`src/rtl/uart_echo_fifo_if.sv`:
```
// Handshake bundle between the echo controller and the UART core.
// The master side is the echo controller; the slave side is the UART core.
interface uart_echo_fifo_if #(
  parameter int unsigned DATA_W = 8
);
  logic [DATA_W-1:0] rx_data;
  logic              rx_complete_flag;
  logic              rx_complete_del_flag;
  logic [DATA_W-1:0] tx_data;
  logic              tx_start;
  logic              tx_busy;
  logic              tx_complete_flag;
  logic              tx_complete_del_flag;
  logic [9:0]        baudselect;

  modport master (
    input  rx_data, rx_complete_flag, tx_busy, tx_complete_flag,
    output rx_complete_del_flag, tx_data, tx_start, tx_complete_del_flag, baudselect
  );

  modport slave (
    output rx_data, rx_complete_flag, tx_busy, tx_complete_flag,
    input  rx_complete_del_flag, tx_data, tx_start, tx_complete_del_flag, baudselect
  );
endinterface

```
`src/rtl/uart_echo_fifo.sv`:
```
// Buffered UART echo: queues received bytes in a circular FIFO and replays them,
// with optional upper-case folding, CR->CR LF expansion and echo suppression.
module uart_echo_fifo #(
  parameter int unsigned DATA_W   = 8,
  parameter int unsigned DEPTH    = 16,
  parameter int unsigned BAUD_DIV = 325
) (
  input  logic                         clk,
  input  logic                         reset_n,
  uart_echo_fifo_if.master             core,
  input  logic                         echo_en,
  input  logic                         upper_en,
  input  logic                         crlf_en,
  input  logic                         ovf_clr,
  output logic [$clog2(DEPTH+1)-1:0]   fifo_level,
  output logic                         overflow
);
  localparam int unsigned PTR_W = $clog2(DEPTH);
  localparam int unsigned LVL_W = $clog2(DEPTH + 1);

  localparam logic [1:0] S_IDLE      = 2'd0;
  localparam logic [1:0] S_WAIT_BUSY = 2'd1;
  localparam logic [1:0] S_WAIT_DONE = 2'd2;

  logic [DATA_W-1:0] mem_q [DEPTH];
  logic [PTR_W-1:0]  wr_ptr_q, wr_ptr_d, rd_ptr_q, rd_ptr_d;
  logic [LVL_W-1:0]  level_q, level_d;
  logic              ovf_q, ovf_d;
  logic              rx_flag_q, rx_del_q, tx_del_q;
  logic [1:0]        state_q, state_d;
  logic              lf_pending_q, lf_pending_d;
  logic              tx_start_q, tx_start_d;
  logic [DATA_W-1:0] tx_data_q, tx_data_d;

  logic              push_ev, push_ok, pop, full;
  logic [DATA_W-1:0] head, head_f;

  always_comb begin
    push_ev = core.rx_complete_flag && !rx_flag_q && echo_en;
    full    = (level_q == LVL_W'(DEPTH));
    pop     = (state_q == S_IDLE) && !lf_pending_q && (level_q != '0);
    // A full FIFO still accepts a push when the head leaves in the same cycle.
    push_ok = push_ev && (!full || pop);
    head    = mem_q[rd_ptr_q];
    head_f  = head;
    if (upper_en && head >= DATA_W'(32'h61) && head <= DATA_W'(32'h7A))
      head_f = head - DATA_W'(32'h20);
  end

  always_comb begin
    wr_ptr_d     = wr_ptr_q;
    rd_ptr_d     = rd_ptr_q;
    level_d      = level_q;
    ovf_d        = ovf_q;
    state_d      = state_q;
    lf_pending_d = lf_pending_q;
    tx_start_d   = tx_start_q;
    tx_data_d    = tx_data_q;

    if (push_ok) wr_ptr_d = wr_ptr_q + PTR_W'(1);
    if (pop)     rd_ptr_d = rd_ptr_q + PTR_W'(1);
    if (push_ok && !pop)      level_d = level_q + LVL_W'(1);
    else if (pop && !push_ok) level_d = level_q - LVL_W'(1);

    if (ovf_clr)                 ovf_d = 1'b0;
    if (push_ev && full && !pop) ovf_d = 1'b1;

    case (state_q)
      S_IDLE: begin
        if (lf_pending_q) begin
          tx_data_d    = DATA_W'(32'h0A);
          lf_pending_d = 1'b0;
          tx_start_d   = 1'b1;
          state_d      = S_WAIT_BUSY;
        end else if (pop) begin
          tx_data_d  = head_f;
          tx_start_d = 1'b1;
          state_d    = S_WAIT_BUSY;
          if (crlf_en && head == DATA_W'(32'h0D)) lf_pending_d = 1'b1;
        end
      end
      S_WAIT_BUSY: begin
        if (core.tx_busy) begin
          tx_start_d = 1'b0;
          state_d    = S_WAIT_DONE;
        end
      end
      S_WAIT_DONE: begin
        if (!core.tx_busy) state_d = S_IDLE;
      end
      default: state_d = S_IDLE;
    endcase
  end

  always_ff @(posedge clk or negedge reset_n) begin
    if (!reset_n) begin
      wr_ptr_q     <= '0;
      rd_ptr_q     <= '0;
      level_q      <= '0;
      ovf_q        <= 1'b0;
      rx_flag_q    <= 1'b0;
      rx_del_q     <= 1'b0;
      tx_del_q     <= 1'b0;
      state_q      <= S_IDLE;
      lf_pending_q <= 1'b0;
      tx_start_q   <= 1'b0;
      tx_data_q    <= '0;
    end else begin
      wr_ptr_q     <= wr_ptr_d;
      rd_ptr_q     <= rd_ptr_d;
      level_q      <= level_d;
      ovf_q        <= ovf_d;
      rx_flag_q    <= core.rx_complete_flag;
      rx_del_q     <= core.rx_complete_flag;
      tx_del_q     <= core.tx_complete_flag;
      state_q      <= state_d;
      lf_pending_q <= lf_pending_d;
      tx_start_q   <= tx_start_d;
      tx_data_q    <= tx_data_d;
    end
  end

  // Storage needs no reset: the level counter defines which entries are live.
  always_ff @(posedge clk) begin
    if (push_ok) mem_q[wr_ptr_q] <= core.rx_data;
  end

  assign core.tx_start             = tx_start_q;
  assign core.tx_data              = tx_data_q;
  assign core.rx_complete_del_flag = rx_del_q;
  assign core.tx_complete_del_flag = tx_del_q;
  assign core.baudselect           = 10'(BAUD_DIV);
  assign fifo_level                = level_q;
  assign overflow                  = ovf_q;
endmodule

```
`src/flat_wrapper.sv`:
```
// flat-port wrapper written by rule: the top's interface ports become plain ports
module uart_echo_fifo_flat 
#(
  parameter int unsigned DATA_W   = 8,
  parameter int unsigned DEPTH    = 16,
  parameter int unsigned BAUD_DIV = 325
)
  (clk, reset_n, echo_en, upper_en, crlf_en, ovf_clr, fifo_level, overflow, core_rx_data, core_rx_complete_flag, core_tx_busy, core_tx_complete_flag, core_rx_complete_del_flag, core_tx_data, core_tx_start, core_tx_complete_del_flag, core_baudselect);
  uart_echo_fifo_if #(.DATA_W(DATA_W)) core_i ();
  input  logic clk;
  input  logic reset_n;
  input  logic echo_en;
  input  logic upper_en;
  input  logic crlf_en;
  input  logic ovf_clr;
  output logic [$clog2(DEPTH+1)-1:0] fifo_level;
  output logic overflow;
  input wire logic [$bits(core_i.rx_data)-1:0] core_rx_data;
  input wire logic [$bits(core_i.rx_complete_flag)-1:0] core_rx_complete_flag;
  input wire logic [$bits(core_i.tx_busy)-1:0] core_tx_busy;
  input wire logic [$bits(core_i.tx_complete_flag)-1:0] core_tx_complete_flag;
  output wire logic [$bits(core_i.rx_complete_del_flag)-1:0] core_rx_complete_del_flag;
  output wire logic [$bits(core_i.tx_data)-1:0] core_tx_data;
  output wire logic [$bits(core_i.tx_start)-1:0] core_tx_start;
  output wire logic [$bits(core_i.tx_complete_del_flag)-1:0] core_tx_complete_del_flag;
  output wire logic [$bits(core_i.baudselect)-1:0] core_baudselect;
  assign core_i.rx_data = core_rx_data;
  assign core_i.rx_complete_flag = core_rx_complete_flag;
  assign core_i.tx_busy = core_tx_busy;
  assign core_i.tx_complete_flag = core_tx_complete_flag;
  assign core_rx_complete_del_flag = core_i.rx_complete_del_flag;
  assign core_tx_data = core_i.tx_data;
  assign core_tx_start = core_i.tx_start;
  assign core_tx_complete_del_flag = core_i.tx_complete_del_flag;
  assign core_baudselect = core_i.baudselect;
  uart_echo_fifo #(.DATA_W(DATA_W), .DEPTH(DEPTH), .BAUD_DIV(BAUD_DIV)) u_core (.clk(clk), .reset_n(reset_n), .core(core_i), .echo_en(echo_en), .upper_en(upper_en), .crlf_en(crlf_en), .ovf_clr(ovf_clr), .fifo_level(fifo_level), .overflow(overflow));
endmodule
```
`config.mk`:
```
export PLATFORM = sky130hd
export DESIGN_NAME = uart_echo_fifo_flat
export DESIGN_NICKNAME = d
export VERILOG_FILES = /design/src/rtl/uart_echo_fifo_if.sv /design/src/rtl/uart_echo_fifo.sv /design/src/flat_wrapper.sv
export SDC_FILE = /design/constraint.sdc
export NUM_CORES = 1
export LEC_CHECK = 0
export ABC_AREA = 1
export BUFFER_PORTS_ARGS = -buffer_cell sky130_fd_sc_hd__buf_2
export CELL_PAD_IN_SITES_DETAIL_PLACEMENT = 1
export CELL_PAD_IN_SITES_GLOBAL_PLACEMENT = 2
export CORE_MARGIN = 2
export CORE_UTILIZATION = 37
export CTS_BUF_LIST = sky130_fd_sc_hd__clkbuf_8
export DETAILED_ROUTE_END_ITERATION = 10
export GPL_TIMING_DRIVEN = 0
export HOLD_SLACK_MARGIN = 0.15
export MAX_ROUTING_LAYER = met4
export PLACE_DENSITY = 0.75
export SETUP_SLACK_MARGIN = 0.05
export SYNTH_ARGS = -nofsm -noshare
export SYNTH_HDL_FRONTEND = slang
export SYNTH_SLANG_ARGS = --single-unit
```
`constraint.sdc`:
```
create_clock -name clk -period 2.52 [get_ports clk]
set_input_delay 0.126 -clock clk [delete_from_list [all_inputs] [get_ports clk]]
set_output_delay 0.126 -clock clk [all_outputs]
set_load 0.02 [all_outputs]
```
Word-level counts from Yosys, hierarchy flattened --
Memory sizes are Yosys's and may differ from the RTL's. Index checks and enable logic that the tools add are counted.
Storage, ports and cells: bits in writable memories 128, input port bits 17, flip-flop bits (word level) 28, word-level logic and storage cells 73, memories 1
Operators by class: $add $sub $neg 5, equal/unequal tests 7, reductions and logical operators 27, multiplexer cells 21, order comparisons 2
Memories:
- u_core.mem_q | words 16, bits a word 8, rd ports 1, clocked after Yosys merged registers in 0, write ports 1, line uart_echo_fifo.sv:25 | logic [DATA_W-1:0] mem_q [DEPTH];
Operators by type and width (count):
- 8-bit two-way mux | 3
- 1-bit logical AND | 12
- 1-bit two-way mux | 10
- 5-bit two-way mux | 2
- 4-bit by 1-bit adder with 4-bit output (second input constant) | 2
- 8-bit by 4-bit == test with 1-bit output (second input constant) | 1
- 8-bit by 7-bit >= comparator with 1-bit output (second input constant) | 1
- 8-bit by 7-bit less-or-equal comparator with 1-bit output (second input constant) | 1
- 2-bit two-way mux | 4
- 2-bit nonzero test | 4
- 8-bit by 6-bit subtractor with 8-bit output (second input constant) | 1
- 2-bit one-hot mux with 3 select lines | 1
- 3-bit AND reduction | 2
- 5-bit by 1-bit adder with 5-bit output (second input constant) | 1
- 5-bit == test (second input constant) | 1
- 1-bit zero test | 5
- 5-bit nonzero test | 1
- 5-bit by 1-bit subtractor with 5-bit output (second input constant) | 1
- 2-bit != test (second input constant) | 2
- 3-bit by 1-bit != test with 1-bit output (second input constant) | 1
- 2-bit by 1-bit == test with 1-bit output (second input constant) | 1
- 2-bit == test (second input constant) | 1
- 2-bit zero test | 1
- 1-bit one-hot mux with 2 select lines | 1
- 2 further kinds | 2

Logic depth before layout (Yosys ltp) --
depth in word-level cells 9, mapped depth 18, depth with buffers taken out 18

Least setup slack after synthesis --
Ideal clock, no wire load.
path kind flip-flop to flip-flop, start register u_core.level_q[0] (netlist: u_core.fifo_level[0]), end register u_core.level_q[4] (netlist: u_core.fifo_level[4]), arrival time 2.492 ns, period minus slack after synthesis 2.624 ns, path slack -0.104 ns, library setup time 0.132 ns, buffers on the path 0, cell stages (with the launch flop) 19, path through dfrtp_1 -> inv_1 -> nand4_1 -> inv_1 -> nand2_1 -> nand2_2 -> nand3_1 -> nand2_1 -> clkinv_1 -> ha_1 -> inv_1 -> ha_1 -> a21oi_1 -> nor2_1 -> nor2_1 -> nand2_1 -> nand2_1 -> nor2_1 -> xor2_1
Between the ends: word-level cells in the longest chain between the ends 7
RTL lines:
- from (decl) | line uart_echo_fifo.sv:27 | logic [LVL_W-1:0] level_q, level_d;
- from (signal assigned) | line uart_echo_fifo.sv:111 | level_q <= level_d;
- 5-bit == test / 5-bit nonzero test (equally long branches) | line uart_echo_fifo.sv:40, uart_echo_fifo.sv:41
- 1-bit zero test / 1-bit logical AND (equally long branches) | line uart_echo_fifo.sv:43, uart_echo_fifo.sv:41
- 1-bit logical OR * | line uart_echo_fifo.sv:43 | push_ok = push_ev && (!full || pop);
- 1-bit logical AND * | line uart_echo_fifo.sv:43
- named net u_core.push_ok | line uart_echo_fifo.sv:35 | logic push_ev, push_ok, pop, full;
- 1-bit zero test | line uart_echo_fifo.sv:63 | else if (pop && !push_ok) level_d = level_q - LVL_W'(1);
- 1-bit logical AND | line uart_echo_fifo.sv:63
- 2-bit nonzero test (no line)
The timed path passes the listed nets; every way through them passes the cells marked *. The select of a mux whose other input is x is not followed. A chain may end at the register's enable or synchronous reset.

Worst setup path after layout --
start register u_core.level_q[1] (netlist: u_core.fifo_level[1]), end register u_core.level_q[3] (netlist: u_core.fifo_level[3])
The elaborated chain is that of the path after synthesis.

==> impl_metrics.csv <==
group,metric,value,unit
place,place_ws,-0.470,ns
pwr,power_density,1110,nW/µm²
die,io_pins,44,
timing,hold_viol,0,
place,gp_congestion,0.814,
clocking,cts_made_buffers,17,
clocking,cts_tree,"done",
detailed_routing,drt_iter0_markers,250,
synth,synthesis.area,6890,µm²
grt,first_global_vias,5132,
clocking,path_clk_slew,0.09,ns
grt,grt_usage,21.4,%
finish,fin_cells,997,
clocking,clkLatencyLatePin,0.46,ns
synth,ys.warnings.count,0,
setup_path,rr_worst_depth,18,
run,cap_violations,0,
detailed_routing,totalWireLength,19700,µm
detailed_routing,drc,0,
detailed_routing,wl_per_cell,19.7,µm
finish,final_area,8180,µm²
detailed_routing,dr_total_vias,4917,
clocking,cts.sinks,156,
finish,nets,783,
timing,clock_skew,0.0164,ns
timing,final.period_utilization,92.7,%
finish,layout-drive-gt1-share,19.3,%
setup_path,rr_startpoint,"u_core.fifo_level[1]",
die,die-width,140,µm
timing,rsz0062_at_grt,"true",
setup_path,critPathLaunchType,"register",
timing,setup_viol,0,
pwr,p_total,0.00911,W
finish,n_fill_cell,2014,
timing,worst_pin_slew,0.821,ns
place,port_buffers,33,
place,dpl_cell_area,7380,µm²
setup_path,endpoint_kind,"register",
setup_path,rrSetupSlack,0.18,ns
timing,slew_headroom,45.2,%
timing,drv_slew,0,
die,initial_utilization,38.0,%
detailed_routing,drt.antenna.violating_nets,0,
setup_path,cp_max_fo,8,
synth,ys_seq_elements,156,
die,core_area,18100,µm²
clocking,cts_root_buf,"clkbuf_8",
place,dp.cells,939,
finish,antenna_cells,0,
synth,synth_cell_types,31,
hold_path,hold_class,"in -> async",
setup_path,r2r-end,"u_core.fifo_level[3]",
timing,fin_ws,0.184,ns
grt,grt_pass1_wl,29900,µm
pwr,p_leak,3.47,nW
synth,seq_area_frac_synth,65.9,%
die,fp.dieH,140,µm
timing,fmax,0.428,GHz
finish,areaGrowthSynthToFinish,18.7,%
grt,antenna_found_initial,0,
setup_path,cp.arrival,2.73,ns
timing,fin_crit,2.34,ns
grt,overflow,0,
grt,grt_max_degree,29,
detailed_routing,firstDrtPassIters,4,
setup_path,worstSetupPathType,"reg -> reg",
place,dp_hpwl,12700,µm
outcome,status,"completed",
clocking,clk_path_buf_depth,2,
clocking,cts_max_level,4,
die,dieArea,19700,µm²
synth,syn_inst,669,
pwr,ir_worst_vdd,0.567,mV
setup_path,critPathRequiredTime,2.92,ns
synth,postSynthAreaPerCell,10.3,µm²
die,row_count,49,
detailed_routing,avgViaCountPerCell,4.93,
## where the power goes
group          internal [W]  switching (W)  total, W
sequential          0.00305       0.000203   0.00325
combinational       0.00122        0.00260   0.00382
clock               0.00104       0.000995   0.00203
## critical path, stage by stage, from the launching register on
cell and delay (ns):
dfrtp_2 0.42, inv_2 0.08, nand4_1 0.12, inv_2 0.09, nand2_2 0.08, nand2_4 0.08
nand3_4 0.08, nand2_4 0.10, inv_8 0.05, ha_4 0.17, inv_2 0.09, ha_1 0.23
nand2_1 0.06, nand2_1 0.05, a21oi_1 0.12, inv_1 0.09, o21ai_0 0.18, a21oi_1 0.06
a21oi_1 0.11
## metrics by stage
step	TNS, ns	util (%)	hold WS (ns)
after floorplan	0	-	-0.170
after global placement	-27.79	40.7	0.186
after detailed placement	-36.08	40.7	0.205
after CTS	0	44.6	0.237
after global routing	-0.0102	45.1	0.282
final	0	45.1	0.230
## cell type report
| class | instances | area [µm²] | share of cell area [%] |
|---|---|---|---|
| Buffer | 33 | 216 | 2.65 |
| Clock buffer | 19 | 262 | 3.20 |
| Clock inverter | 13 | 165 | 2.02 |
| Timing Repair Buffer | 60 | 410 | 5.02 |
| Sequential cell | 156 | 4550 | 55.6 |
| Inverter | 88 | 343 | 4.19 |
| Multi-Input combinational cell | 399 | 1950 | 23.8 |
| Tap cell | 229 | 287 | 3.50 |
## layout by cell type, fill, tap and decap left out, types with 2 or more instances in the layout
| cell | instances |
|---|---|
| nand2_4 | 2 |
| buf_2 | 46 |
| nand3_1 | 76 |
| ha_4 | 2 |
| inv_2 | 8 |
| o22ai_1 | 2 |
| buf_4 | 20 |
| nor2_1 | 28 |
| dfrtp_2 | 2 |
| inv_1 | 77 |
| nand2_1 | 195 |
| ha_1 | 8 |
| conb_1 | 10 |
| bufinv_16 | 3 |
| dlygate4sd3_1 | 17 |
| o21ai_1 | 13 |
| clkbuf_8 | 19 |
| edfxtp_1 | 128 |
| clkbuf_2 | 4 |
| nor2_4 | 2 |
| o211ai_1 | 7 |
| o21ai_0 | 10 |
| clkinvlp_4 | 3 |
| xor2_1 | 7 |
| nand4_1 | 3 |
| clkinv_2 | 3 |
| nor2_2 | 18 |
| a21oi_1 | 6 |
| dfrtp_1 | 26 |
| buf_6 | 4 |
| clkinv_4 | 4 |
## cells in the mapped netlist
master / number / area (µm²)
a21oi_1: 7 / 35.0
a31oi_1: 1 / 6.26
buf_1: 1 / 3.75
buf_2: 14 / 70.1
buf_4: 10 / 75.1
buf_6: 4 / 45.0
clkbuf_1: 5 / 18.8
clkinv_1: 3 / 11.3
conb_1: 2 / 7.51
dfrtp_1: 28 / 701
edfxtp_1: 128 / 3840
fa_1: 1 / 20.0
ha_1: 10 / 125
inv_1: 83 / 312
inv_2: 2 / 7.51
nand2_1: 197 / 739
nand2_2: 1 / 6.26
nand3_1: 77 / 385
nand3b_1: 1 / 7.51
nand4_1: 3 / 18.8
nor2_1: 47 / 176
nor2_2: 1 / 6.26
nor3_1: 1 / 5.00
nor4_1: 1 / 6.26
o211ai_1: 7 / 52.6
o21ai_0: 10 / 50.1
o21ai_1: 13 / 65.1
o22ai_1: 2 / 12.5
o32ai_1: 1 / 8.76
xnor2_1: 1 / 8.76
xor2_1: 7 / 61.3
## worst max path at each step
stage                        endpoint  slack (ns)  depth (start not counted)            startpoint
2_1_floorplan    u_core.fifo_level[4]        0.06                         18  u_core.fifo_level[0]
3_3_place_gp       u_core.mem_q[7][7]       -0.36                          9     u_core.state_q[0]
3_5_place_dp       u_core.mem_q[5][5]       -0.47                          9     u_core.state_q[0]
4_1_cts        u_core.core.tx_data[7]        0.06                         13    u_core.rd_ptr_q[1]
5_1_grt          u_core.fifo_level[3]       -0.01                         18  u_core.fifo_level[1]
6_report         u_core.fifo_level[3]        0.18                         18  u_core.fifo_level[1]
## cells by family after synthesis
family | after synthesis | synth area share [%]
AND/OR/NAND/NOR | 329 | 19.6
adder cells (fa/ha/maj) | 11 | 2.11
AO/OA/AOI/OAI | 41 | 3.34
buffers and inverters | 122 | 7.88
other | 2 | 0.109
flip-flops | 156 | 65.9
XOR/XNOR | 8 | 1.02
## flip-flops by register name, summed over array words and instances, names as in the netlist
name                              cells
u_core.core.tx_start                  1
u_core.state_q                        2
u_core.core.tx_data                   8
u_core.fifo_level                     5
u_core.rx_flag_q                      1
u_core.wr_ptr_q                       4
u_core.rd_ptr_q                       4
u_core.lf_pending_q                   1
u_core.overflow                       1
u_core.core.tx_complete_del_flag      1
u_core.mem_q                        128
## per-layer routing
metal,GRT usage [%],up-vias,wire (µm)
met5,-,-,0
met3,3.01,42,924
met1,28.5,2412,8870
met2,32.8,117,9260
met4,9.47,0,627
li1,-,2346,-
## timing repair
action,CTS,global route
setup buffers,6,4
gates resized for setup,29,19
pin swaps,2,5
setup endpoints to repair,135,62
cloned,0,0
hold endpoints to repair,164,0
hold buffers,17,0
Note: power is estimated with default switching activity, not from simulation.
